--- config.mk ---
export PLATFORM = sky130hd
export DESIGN_NAME = oric_tap_loader
export DESIGN_NICKNAME = d
export VERILOG_FILES = /design/src/rtl/oric_tap_loader.sv
export SDC_FILE = /design/constraint.sdc
export NUM_CORES = 1
export LEC_CHECK = 0
export BUFFER_PORTS_ARGS = -buffer_cell sky130_fd_sc_hd__buf_4
export CAP_MARGIN = 15
export CORE_MARGIN = 8
export CORE_UTILIZATION = 27
export DETAILED_ROUTE_END_ITERATION = 7
export GPL_ROUTABILITY_DRIVEN = 0
export PLACE_DENSITY = 0.48
export SYNTH_ARGS = -nofsm -noshare
export SYNTH_HDL_FRONTEND = slang
export SYNTH_SLANG_ARGS = --single-unit
--- constraint.sdc ---
create_clock -name clk -period 4.82 [get_ports clk]
set_input_delay 1.446 -clock clk [delete_from_list [all_inputs] [get_ports clk]]
set_output_delay 1.446 -clock clk [all_outputs]
set_load 0.1 [all_outputs]
--- src/rtl/oric_tap_loader.sv ---
// Oric TAP loader.
// Captures a TAP image arriving on the MiST data_io link, buffers each byte in a
// small FIFO and writes it into SDRAM port2 with a toggle request/ack handshake.
// The image lands above the 64K Oric RAM window. The block reports the image
// length, a ready flag once every byte is committed, and a sticky overflow flag.
module oric_tap_loader #(
  parameter int unsigned       ADDR_W    = 22,
  parameter logic [ADDR_W-1:0] TAP_BASE  = 22'h010000,
  parameter logic [ADDR_W-1:0] MAX_LEN   = 22'h3F0000,
  parameter logic [7:0]        TAP_INDEX = 8'd1,
  parameter int unsigned       FIFO_AW   = 3
) (
  input  logic              clk,
  input  logic              init_n,
  input  logic              ioctl_download,
  input  logic [7:0]        ioctl_index,
  input  logic              ioctl_wr,
  input  logic [ADDR_W-1:0] ioctl_addr,
  input  logic [7:0]        ioctl_dout,
  output logic              port2_req,
  input  logic              port2_ack,
  output logic [ADDR_W-2:0] port2_a,
  output logic [1:0]        port2_ds,
  output logic              port2_we,
  output logic [15:0]       port2_d,
  output logic [ADDR_W-1:0] tap_size,
  output logic              tap_ready,
  output logic              overflow,
  output logic              busy
);

  localparam int unsigned       DEPTH = 2 ** FIFO_AW;
  localparam int unsigned       ENT_W = ADDR_W + 8;
  localparam logic [ADDR_W-1:0] ONE_A = {{(ADDR_W-1){1'b0}}, 1'b1};
  localparam logic [FIFO_AW:0]  ONE_C = {{FIFO_AW{1'b0}}, 1'b1};
  localparam logic [FIFO_AW:0]  FULL_C = (FIFO_AW+1)'(DEPTH);

  typedef enum logic [0:0] {
    ST_IDLE = 1'b0,
    ST_WAIT = 1'b1
  } state_t;

  // FIFO storage and pointers
  logic [ENT_W-1:0]   fifo_mem_q [DEPTH];
  logic [FIFO_AW-1:0] wr_ptr_q, rd_ptr_q;
  logic [FIFO_AW:0]   count_q, count_d;

  // Handshake FSM and port2 output registers
  state_t             state_q, state_d;
  logic               req_q, req_d;
  logic [ADDR_W-2:0]  a_q, a_d;
  logic [1:0]         ds_q, ds_d;
  logic               we_q, we_d;
  logic [15:0]        d_q, d_d;

  // Download tracking and status registers
  logic               dl_q;
  logic               active_q, active_d;
  logic [ADDR_W-1:0]  size_q, size_d;
  logic               ready_q, ready_d;
  logic               ovf_q, ovf_d;
  logic               busy_q, busy_d;

  // Datapath helpers
  logic               start_s, accept_en_s, in_range_s;
  logic               fifo_empty_s, fifo_full_s;
  logic               push_s, pop_s, drop_s;
  logic [ADDR_W-1:0]  push_addr_s, addr_p1_s, head_addr_s;
  logic [7:0]         head_data_s;

  // Accept/drop decisions; a pop in the same cycle frees a slot in a full FIFO
  always_comb begin
    start_s      = ioctl_download & ~dl_q & (ioctl_index == TAP_INDEX);
    accept_en_s  = active_q & ioctl_download;
    in_range_s   = (ioctl_addr < MAX_LEN);
    fifo_empty_s = (count_q == '0);
    fifo_full_s  = (count_q == FULL_C);
    pop_s        = (state_q == ST_IDLE) & ~fifo_empty_s;
    push_s       = ioctl_wr & accept_en_s & in_range_s & (~fifo_full_s | pop_s);
    drop_s       = ioctl_wr & accept_en_s & ~push_s;
    push_addr_s  = TAP_BASE + ioctl_addr;
    addr_p1_s    = ioctl_addr + ONE_A;
    head_addr_s  = fifo_mem_q[rd_ptr_q][ENT_W-1:8];
    head_data_s  = fifo_mem_q[rd_ptr_q][7:0];
  end

  // FIFO occupancy: simultaneous push and pop leaves the count unchanged
  always_comb begin
    count_d = count_q;
    case ({push_s, pop_s})
      2'b10:   count_d = count_q + ONE_C;
      2'b01:   count_d = count_q - ONE_C;
      default: count_d = count_q;
    endcase
  end

  // FIFO entry storage (data only, needs no reset)
  always_ff @(posedge clk) begin
    if (push_s) begin
      fifo_mem_q[wr_ptr_q] <= {push_addr_s, ioctl_dout};
    end
  end

  // FIFO pointers and count
  always_ff @(posedge clk or negedge init_n) begin
    if (!init_n) begin
      wr_ptr_q <= '0;
      rd_ptr_q <= '0;
      count_q  <= '0;
    end else begin
      if (push_s) wr_ptr_q <= wr_ptr_q + FIFO_AW'(1);
      if (pop_s)  rd_ptr_q <= rd_ptr_q + FIFO_AW'(1);
      count_q <= count_d;
    end
  end

  // Handshake FSM: issue one byte per toggle, then wait for the ack to match
  always_comb begin
    state_d = state_q;
    req_d   = req_q;
    a_d     = a_q;
    ds_d    = ds_q;
    we_d    = we_q;
    d_d     = d_q;
    case (state_q)
      ST_IDLE: begin
        if (pop_s) begin
          a_d     = head_addr_s[ADDR_W-1:1];
          ds_d    = head_addr_s[0] ? 2'b10 : 2'b01;
          d_d     = {head_data_s, head_data_s};
          req_d   = ~req_q;
          we_d    = 1'b1;
          state_d = ST_WAIT;
        end else begin
          state_d = ST_IDLE;
        end
      end
      ST_WAIT: begin
        if (port2_ack == req_q) begin
          we_d    = 1'b0;
          state_d = ST_IDLE;
        end else begin
          state_d = ST_WAIT;
        end
      end
      default: begin
        we_d    = 1'b0;
        state_d = ST_IDLE;
      end
    endcase
  end

  // FSM and port2 output registers
  always_ff @(posedge clk or negedge init_n) begin
    if (!init_n) begin
      state_q <= ST_IDLE;
      req_q   <= 1'b0;
      a_q     <= '0;
      ds_q    <= 2'b00;
      we_q    <= 1'b0;
      d_q     <= 16'h0000;
    end else begin
      state_q <= state_d;
      req_q   <= req_d;
      a_q     <= a_d;
      ds_q    <= ds_d;
      we_q    <= we_d;
      d_q     <= d_d;
    end
  end

  // Download session status: start clears it, drain completion raises ready
  always_comb begin
    active_d = active_q;
    size_d   = size_q;
    ready_d  = ready_q;
    ovf_d    = ovf_q;
    if (start_s) begin
      active_d = 1'b1;
      size_d   = '0;
      ready_d  = 1'b0;
      ovf_d    = 1'b0;
    end else begin
      if (push_s && (addr_p1_s > size_q)) begin
        size_d = addr_p1_s;
      end else begin
        size_d = size_q;
      end
      if (drop_s) begin
        ovf_d = 1'b1;
      end else begin
        ovf_d = ovf_q;
      end
      if (active_q && !ioctl_download && fifo_empty_s && (state_q == ST_IDLE)) begin
        active_d = 1'b0;
        ready_d  = 1'b1;
      end else begin
        active_d = active_q;
        ready_d  = ready_q;
      end
    end
    busy_d = active_d | (count_d != '0) | (state_d != ST_IDLE);
  end

  // Status registers and download edge tracker
  always_ff @(posedge clk or negedge init_n) begin
    if (!init_n) begin
      dl_q     <= 1'b0;
      active_q <= 1'b0;
      size_q   <= '0;
      ready_q  <= 1'b0;
      ovf_q    <= 1'b0;
      busy_q   <= 1'b0;
    end else begin
      dl_q     <= ioctl_download;
      active_q <= active_d;
      size_q   <= size_d;
      ready_q  <= ready_d;
      ovf_q    <= ovf_d;
      busy_q   <= busy_d;
    end
  end

  assign port2_req = req_q;
  assign port2_a   = a_q;
  assign port2_ds  = ds_q;
  assign port2_we  = we_q;
  assign port2_d   = d_q;
  assign tap_size  = size_q;
  assign tap_ready = ready_q;
  assign overflow  = ovf_q;
  assign busy      = busy_q;

endmodule

# Yosys cells after proc, flatten, opt, wreduce, memory -nomap -nowiden
# Memory sizes are Yosys's and may differ from the RTL's.
# Index checks and enable logic that the tools add are counted.
# Widths: inputs -> output; s select.
# totals
register_bits	79
latch_bits	0
ramBits	240
mem_bits_ro	0
inputBits	43
output_inout_bits	66
word_cells	78
memories	1
# op_classes
add_sub_neg	6
mul	0
n_div	0
magnitude_cmp	2
n_eq_ne	7
n_shift	0
mux	18
n_bitwise	17
reduce_logical	12
# memory_table
name	depth	width	read_ports	rd_clocked_by_memory_dff	wr	line	text
fifo_mem_q	8	30	1	0	1	44	logic [ENT_W-1:0] fifo_mem_q [DEPTH];
# op_table
cell	count
$mux 22	2
$add 17x22->22 const A	1
$add 22x1->22 const B	1
$gt 22x22->1	1
$lt 22x22->1 const B	1
$mux 1	12
$and 1x1->1	8
$eq 8x1->1 const B	1
$pmux 4 s2	1
$add 3x1->3 const B	2
$not 1->1	6
$reduce_bool 2->1	3
$add 4x1->4 const B	1
$eq 4x4->1 const B	1
$logic_and 1x1->1	4
$logic_not 4->1	1
$pmux 1 s2	2
$reduce_and 2->1	2
$reduce_bool 4->1	1
$sub 4x1->4 const B	1
$or 1x1->1	3
$eq 2x1->1 const B	1
$eq 2x2->1 const B	1
$mux 2	1
4 further kinds	4

# Logic depth before layout (Yosys ltp)
# Gate-level depths: netlist of the first run.
# logic_depth
ltp_word	10
mapped_depth	13
ltp_nobuf	13

# Worst setup path before layout of the first run
# No wires, ideal clock.
# synth_timing
kind	input-to-reg
start	in ioctl_addr[16]
end	mem fifo_mem_q[2][0] (netlist name) (enable)
setup_time_ps	461
t_arrival_ps	4832
t_required_ps	4359
slack_ps	-473
stages	6
path_buffers	0
cell_sequence	ha_1 -> nand3_1 -> nor2_1 -> a311oi_4 -> or2b_1 -> nor3b_1
# synth_via
elab_chain_len	5
# synth_rtl
item	line	text
from (decl)	18	input logic [ADDR_W-1:0] ioctl_addr,
$lt 22x22->1	75	in_range_s = (ioctl_addr < MAX_LEN);
$and 1x1->1 (2 in series)	79	push_s = ioctl_wr & accept_en_s & in_range_s & (~fifo_full_s | pop_s);
$mux 1	99	if (push_s) begin
$mux 1 (not written as such)	100	fifo_mem_q[wr_ptr_q] <= {push_addr_s, ioctl_dout};
to (decl)	44	
# Every way passes these cells.

# Worst setup path in the final report of the first run
# layout_timing
start	in ioctl_addr[6]
end	reg size_q[0], in the netlist tap_size[0]
# layout_via
elab_chain_len	5
elab_cells_between_ends	7
classes_between	add/sub: 1; order compare: 2; bitwise: 2; reduce/logical: 2
# layout_rtl
item	line	text
branches (longest 3 deep; another with $add 22x1->22)	n/a	
$logic_and 1x1->1 (*)	184	if (push_s && (addr_p1_s > size_q)) begin
$reduce_bool 2->1 (no line) (*)	n/a	
to (signal assigned)	217	size_q <= size_d;
to (decl)	59	logic [ADDR_W-1:0] size_q, size_d;
# Every way passes the cells marked *.
# A chain may end at the register's enable or synchronous reset.

==> metrics.cfg, run 1 <==
[setup_path]
crit_arrival_ns = 4.52
reg2reg_slack_ns = 1.60
r2r_end = busy$_DFF_PN0_
cp.depth = 13
cp_top_family = simple AND/OR/NAND/NOR gates
critPathBufInv = 2
crit_required_ns = 5.22
critPathKind = input pin to flop
critPathMaxFanout = 14
max_stage_delay_ns = 0.52
crit_path_end_kind = flop
ff2ff_path_depth = 9
path_cells = buf_4 -> nand4_1 -> nor4_4 -> nand3_1 -> xnor2_1 -> ha_1 -> nand4_1 -> nor3_1 -> nand3_1 -> o211ai_1 -> buf_4 -> nor4_1 -> a31o_2
critPathLaunchType = input pin
crit_path_top_delay_cell = nor4_4
r2r_start = count_q[1]$_DFF_PN0_

[clocking]
clkTransAtPathRegs_ns = 0.06
cts_buffers = 35
cts.sinks = 311
insertion_delay_ns = 0.52
cts-root-buf = clkbuf_16
cts_buffer_depth = 3
holdBufCountCts = 0
cts_resized = 0
ctsHtreeMaxLevel = 2
postCtsSetupBuffers = 0
cts_tree = done

[floorplan]
rows = 80
die_h_um = 234.9
num_io_pins = 109
die_w_um = 234.9
core_area_um2 = 47550
die-area_um2 = 55180
start_util_pct = 27.21

[timing]
relSlewSlack_pct = 35.60
setup_viol_count_final = 0
clock-skew-final_ns = 0.01788
fmax_ghz = 0.2427
period_share_pct = 85.49
finalMaxSlewViolations = 0
worstMarginPinSlew_ns = 0.9660
period_needed_ns = 4.121
fin_tns_setup_ns = 0
grt_setup_unrepaired = no
hold_viol_final = 0

[final_layout]
antennaDiodeCount = 0
area_growth_pct = 21.85
nets = 972
layout-drive-gt1-share_pct = 29.81
finish.utilization_pct = 33.16

[hold_path]
worstHoldEndpoint = port2_ds[1]$_DFFE_PN0P_
hold_path_depth = 1
min_path_type = flop to flop
hold_path.startpoint = port2_ds[1]$_DFFE_PN0P_

[drt]
route.detailed.drc = 0
drt-initial-drc-count = 382
ant_nets = 0
drt-wirelength-per-cell_um = 20.18
vias_per_cell = 4.495
drt-pass1-iter-count = 4
num_vias = 6927
drt-total-wl_um = 31100

[synthesis]
synth_fp_nets = 837
yosysSeqAreaShare_pct = 69.44
ys_warn_count = 0
postSynthCellCount = 764
yosys.area.top_type = edfxtp_1
yosysTopAreaCellShare_pct = 55.71
synth_flop_cell = edfxtp_1
netlist_area_um2 = 12940
synth-async-reset-ratio_pct = 22.83
yosys-top-cells-area = edfxtp_1 56%, dfrtp_1 14%, mux4_2 10%, ha_1 2.9%, mux2i_1 2.3%
ys_ff_latch = 311
synth_edf_count = 240
synth.distinct_cells = 46
synth_area_per_cell_um2 = 16.93

[pwr]
leakage_nw = 5.674
vdd_drop_max_mv = 0.3171
power_density_nw_per_um2 = 609.3

[grt]
grt_max_degree = 63
antenna_found_initial = 0
grt_pass1_wl_um = 47870
first_global_vias = 7422
grt_overflow_total = 0
grt_usage_pct = 11.17

[placement]
port_buffers = 108
hpwl_um = 20460

[run_status]
status = finished clean

[run]
drv_cap = 0

==> placed cells by master (no fill, tap or decap), types with 3 or more instances in the layout <==
master / instances
o21ai_0: 5
clkinv_2: 5
nor3_1: 25
a211oi_1: 22
and3_1: 4
inv_1: 29
xnor2_1: 20
clkinv_1: 6
o221ai_1: 3
inv_6: 3
o21a_1: 4
nand2_1: 18
nor3_2: 3
bufinv_16: 4
mux4_2: 60
nand4_1: 8
clkbuf_16: 35
mux2_2: 3
dfrtp_1: 68
a21oi_1: 44
buf_4: 142
edfxtp_1: 240
and4_1: 4
mux2i_1: 30
nand3_1: 15
ha_1: 30
xor2_1: 15
clkbuf_1: 7
nor2_1: 41
==> synth_stat cells, drive strengths merged, types with 5 or more instances <==
| master | instances |
|---|---|
| o21ai | 5 |
| xnor2 | 20 |
| a21oi | 44 |
| ha | 30 |
| dfrtp | 71 |
| edfxtp | 240 |
| mux4 | 60 |
| nand4 | 8 |
| nor2 | 43 |
| buf | 28 |
| inv | 29 |
| xor2 | 15 |
| clkbuf | 16 |
| nor3 | 28 |
| mux2i | 30 |
| a211oi | 23 |
| nand3 | 15 |
| nand2 | 19 |
==> cells by family (layout without fill, tap and decap cells) <==
| family | Yosys count | after routing | synth area share (%) |
|---|---|---|---|
| AOI/OAI and AO/OA | 84 | 84 | 4.139 |
| xor gates and xnor gates | 35 | 35 | 2.369 |
| adders and majority gates | 30 | 30 | 2.901 |
| buffers and inverters | 73 | 235 | 2.592 |
| DFF | 311 | 311 | 69.44 |
| muxes | 93 | 93 | 13.03 |
| and+or+nand+nor | 138 | 138 | 5.532 |
==> flip-flops by register name, summed over array words and instances, names as in the netlist, 2 cells and up <==
name,flops
port2_a,21
port2_d,8
wr_ptr_q,3
rd_ptr_q,3
tap_size,22
port2_ds,2
count_q,4
fifo_mem_q,240
==> metrics by stage <==
step / cell area (um^2) / power, mW / hold slack (ns) / cells / setup slack (ns)
2_1_floorplan: 12950 / 6.215 / 0.4605 / 764 / -0.3549
5_1_grt: 15760 / 10.08 / 0.5183 / 1541 / 0.3713
3_5_place_dp: 14630 / 7.091 / 0.4838 / 1477 / 0.1404
3_3_place_gp: 14630 / 7.082 / 0.4762 / 1477 / 0.2602
6_report: 15760 / 9.605 / 0.4937 / 1541 / 0.6993
4_1_cts: 15760 / 9.785 / 0.4969 / 1541 / 0.6955
==> worst max path at each step <==
stage	from	endpoint
after global routing	ioctl_addr[6]	tap_size[9]$_DFFE_PN0P_
final	ioctl_addr[6]	tap_size[0]$_DFFE_PN0P_
after floorplan	ioctl_addr[16]	fifo_mem_q[6][0]$_DFFE_PP_
after CTS	ioctl_addr[9]	tap_size[2]$_DFFE_PN0P_
after detailed placement	ioctl_addr[9]	tap_size[2]$_DFFE_PN0P_
after global placement	ioctl_addr[6]	tap_size[20]$_DFFE_PN0P_
==> area by class of cell <==
type	count	area, um^2
inverters	29	108.9
clock buffers	44	929.6
flip-flops and latches	311	8992
fillers	4527	31780
repair buffers	142	1066
multi-input cells	380	3689
clock inverters	20	209.0
well taps	615	769.5
==> layer usage <==
metal	global-route usage (%)	vias up	part of all wire, %
li1	-	3257	-
met2	17.70	140	47
met5	0	-	0
met1	15.47	3486	47
met4	2.445	0	1.5
met3	2.587	44	4.6
==> power breakdown <==
group | internal, mW | switching (mW) | leakage, nW | total (mW)
clock | 1.59 | 1.07 | 0.553 | 2.65
combinational | 1.10 | 2.28 | 2.20 | 3.38
sequential | 3.16 | 0.411 | 2.92 | 3.57
(Power assumes the default switching activity.)
==> run 2, diff against run 1 <==
Settings changed: PLACE_DENSITY 0.48 to not set, PLACE_DENSITY_LB_ADDON set to 0.25.
==> run 2 against run 1 <==
Compared with the run above:
- combinational power barely moved
- critical path depth fell by 1
- die area did not move
- sequential cell count did not move
- clock skew rose by 0.0059 ns
- global-route usage fell by 0.058 points
- final cell count fell by 0.26%
- count of clock-buffer cells in the layout rose by 7
- clock power fell by 5%
- via count rose by 1.4%
- sequential power barely moved
==> metrics.cfg, run 2 (same netlist as run 1, synthesis figures left out) <==
[drt]
wl_met2_um = 13980  ; -3.4%
ant_nets = 0  ; unchanged
route.detailed.drc = 0  ; unchanged
topRoutingLayerUsed = met4
drt-total-wl_um = 30840  ; -0.84%
drt-pass1-iter-count = 4  ; unchanged
drt-wirelength-per-cell_um = 20.06  ; -0.58%
wl_met3_um = 1996  ; +41%
vias_per_cell = 4.571  ; +1.7%
num_vias = 7026  ; +1.4%
met1_length_um = 14310  ; -2.9%
drt-initial-drc-count = 443  ; +16%

[clocking]
cts_buffer_depth = 3  ; unchanged
cts_buffers = 35  ; unchanged
cts_tree = done
insertion_delay_ns = 0.53  ; about the same
holdBufCountCts = 0  ; unchanged
cts.sinks = 311  ; unchanged
cts_resized = 0  ; unchanged
clkTransAtPathRegs_ns = 0.06  ; about the same
cts-root-buf = clkbuf_16
ctsHtreeMaxLevel = 2  ; unchanged
postCtsSetupBuffers = 0  ; unchanged

[final_layout]
fin_cells = 1537  ; -0.26%
regMostFlops = fifo_mem_q
multi_input_area_um2 = 3689  ; unchanged
largest_reg_flops = 240  ; unchanged
nFillCells = 4580  ; +1.2%
area_growth_pct = 21.49
fin_area_um2 = 15720  ; -0.29%
final_common_cell = edfxtp_1
most-common-layout-cells = 240 x edfxtp_1, 136 x buf_4, 68 x dfrtp_1
layout-drive-gt1-share_pct = 29.28  ; -0.52 points
nets = 969  ; -0.31%
antennaDiodeCount = 0  ; unchanged
regArea_um2 = 8992  ; unchanged

[grt]
grt_overflow_total = 0  ; unchanged
grt_pass1_wl_um = 47670  ; -0.42%
first_global_vias = 7587  ; +2.2%
grt_usage_pct = 11.11  ; -0.058 points
antenna_found_initial = 0  ; unchanged
grt_max_degree = 63  ; unchanged

[setup_path]
critPathLaunchType = input pin
critPathKind = input pin to flop
critPathMaxFanout = 21  ; +7
crit_arrival_ns = 4.41  ; -0.11 ns
crit_path_end_kind = flop
crit_required_ns = 5.17  ; -0.05 ns
crit_path_top_delay_cell = nor4_4
path_cells = buf_4 -> nand4_1 -> nor4_4 -> nand3_1 -> xnor2_1 -> ha_1 -> nand4_1 -> nor3_1 -> nand3_1 -> o211a_1 -> nand2_2 -> a211oi_1
max_stage_delay_ns = 0.46  ; -0.06 ns

[hold_path]
min_path_type = flop to flop

[timing]
period_share_pct = 84.28  ; -1.2 points
fmax_ghz = 0.2462  ; +1.4%
finalMaxSlewViolations = 0  ; unchanged
period_needed_ns = 4.062  ; -0.05837 ns
worstMarginPinSlew_ns = 0.9801  ; +0.01412 ns
grt_setup_unrepaired = no
relSlewSlack_pct = 34.66  ; -0.94 points
setup_viol_count_final = 0  ; unchanged
hold_viol_final = 0  ; unchanged
clock-skew-final_ns = 0.02381  ; +0.005926 ns

[pwr]
seqPwrFrac_pct = 37.8  ; +0.6 points
p_int_mw = 5.722  ; -2.2%
power_density_nw_per_um2 = 601.2  ; -1.3%
vdd_drop_max_mv = 0.2376  ; -25%
clkPwrFrac_pct = 26.6  ; -1.0 points
switching_share_pct = 39.45  ; +0.33 points
leakage_nw = 5.637  ; -0.65%
finalPower_mw = 9.450  ; -1.6%
switching_power_mw = 3.728  ; -0.79%
p_comb_share_pct = 35.6  ; +0.4 points

[floorplan]
num_io_pins = 109  ; unchanged
die_w_um = 234.9  ; unchanged
die_h_um = 234.9  ; unchanged
core_area_um2 = 47550  ; unchanged
die-area_um2 = 55180  ; unchanged
rows = 80  ; unchanged
start_util_pct = 27.21  ; unchanged

[run]
drv_cap = 0  ; unchanged

[placement]
dp.cells = 1474  ; -0.20%
port_buffers = 108  ; unchanged
hpwl_um = 19830  ; -3.1%
placed_area_um2 = 14640  ; +0.10%

[run_status]
status = finished clean

==> run 2: layer usage <==
metal | GRT usage, % | up-vias
li1 | - | 3246
met3 | 2.528 | 40
met1 | 15.28 | 3565
met2 | 17.60 | 175
met4 | 2.787 | 0
met5 | 0 | -
==> run 2: worst paths after layout <==
path | from | endpoint | slack, ns | cells past startpoint
max | ioctl_addr[7] | tap_size[14]$_DFFE_PN0P_ | 0.76 | 12
min | wr_ptr_q[2]$_DFFE_PN0P_ | wr_ptr_q[2]$_DFFE_PN0P_ | 0.49 | 1
max reg2reg | count_q[1]$_DFF_PN0_ | busy$_DFF_PN0_ | 1.55 | 10
min reg2reg | wr_ptr_q[2]$_DFFE_PN0P_ | wr_ptr_q[2]$_DFFE_PN0P_ | 0.49 | 1
max in group asynchronous | init_n | tap_size[19]$_DFFE_PN0P_ | 3.00 | 2
min in group asynchronous | init_n | port2_a[17]$_DFFE_PN0P_ | 1.01 | 1
==> run 2: per-stage QoR <==
| stage | TNS, ns | hold WS [ns] | utilization, % | setup slack, ns |
|---|---|---|---|---|
| after floorplan | -33.89 | 0.4605 | - | -0.3549 |
| after global placement | 0 | 0.4784 | 30.79 | 0.2613 |
| after detailed placement | 0 | 0.4831 | 30.79 | 0.2548 |
| after CTS | 0 | 0.4965 | 33.06 | 0.7554 |
| after global routing | 0 | 0.5140 | 33.06 | 0.4943 |
| final | 0 | 0.4929 | 33.06 | 0.7577 |
==> run 2: layout make-up <==
class / count / area share (%)
clock buffer: 51 / 6.146
clock inverter: 12 / 0.7085
inverter: 29 / 0.6926
multi-input combinational: 380 / 23.47
sequential: 311 / 57.21
tap: 615 / 4.896
timing repair buffer: 139 / 6.878
==> run 2: power by group through the flow <==
stage | logic [mW] | registers (mW) | clock network (mW)
finish | 3.36 | 3.57 | 2.51
global route | 3.58 | 3.64 | 2.69
CTS | 3.44 | 3.60 | 2.59
detailed placement | 3.43 | 3.66 | 0
global placement | 3.42 | 3.65 | 0
floorplan | 1.73 | 4.48 | 0
==> run 2: critical path: cells and delay by family <==
kind	cells	cell delay, ns
AOI/OAI and AO/OA	2	0.34
xor gates and xnor gates	1	0.20
adders and majority gates	1	0.34
buffers and inverters	1	0.16
and+or+nand+nor	7	1.92
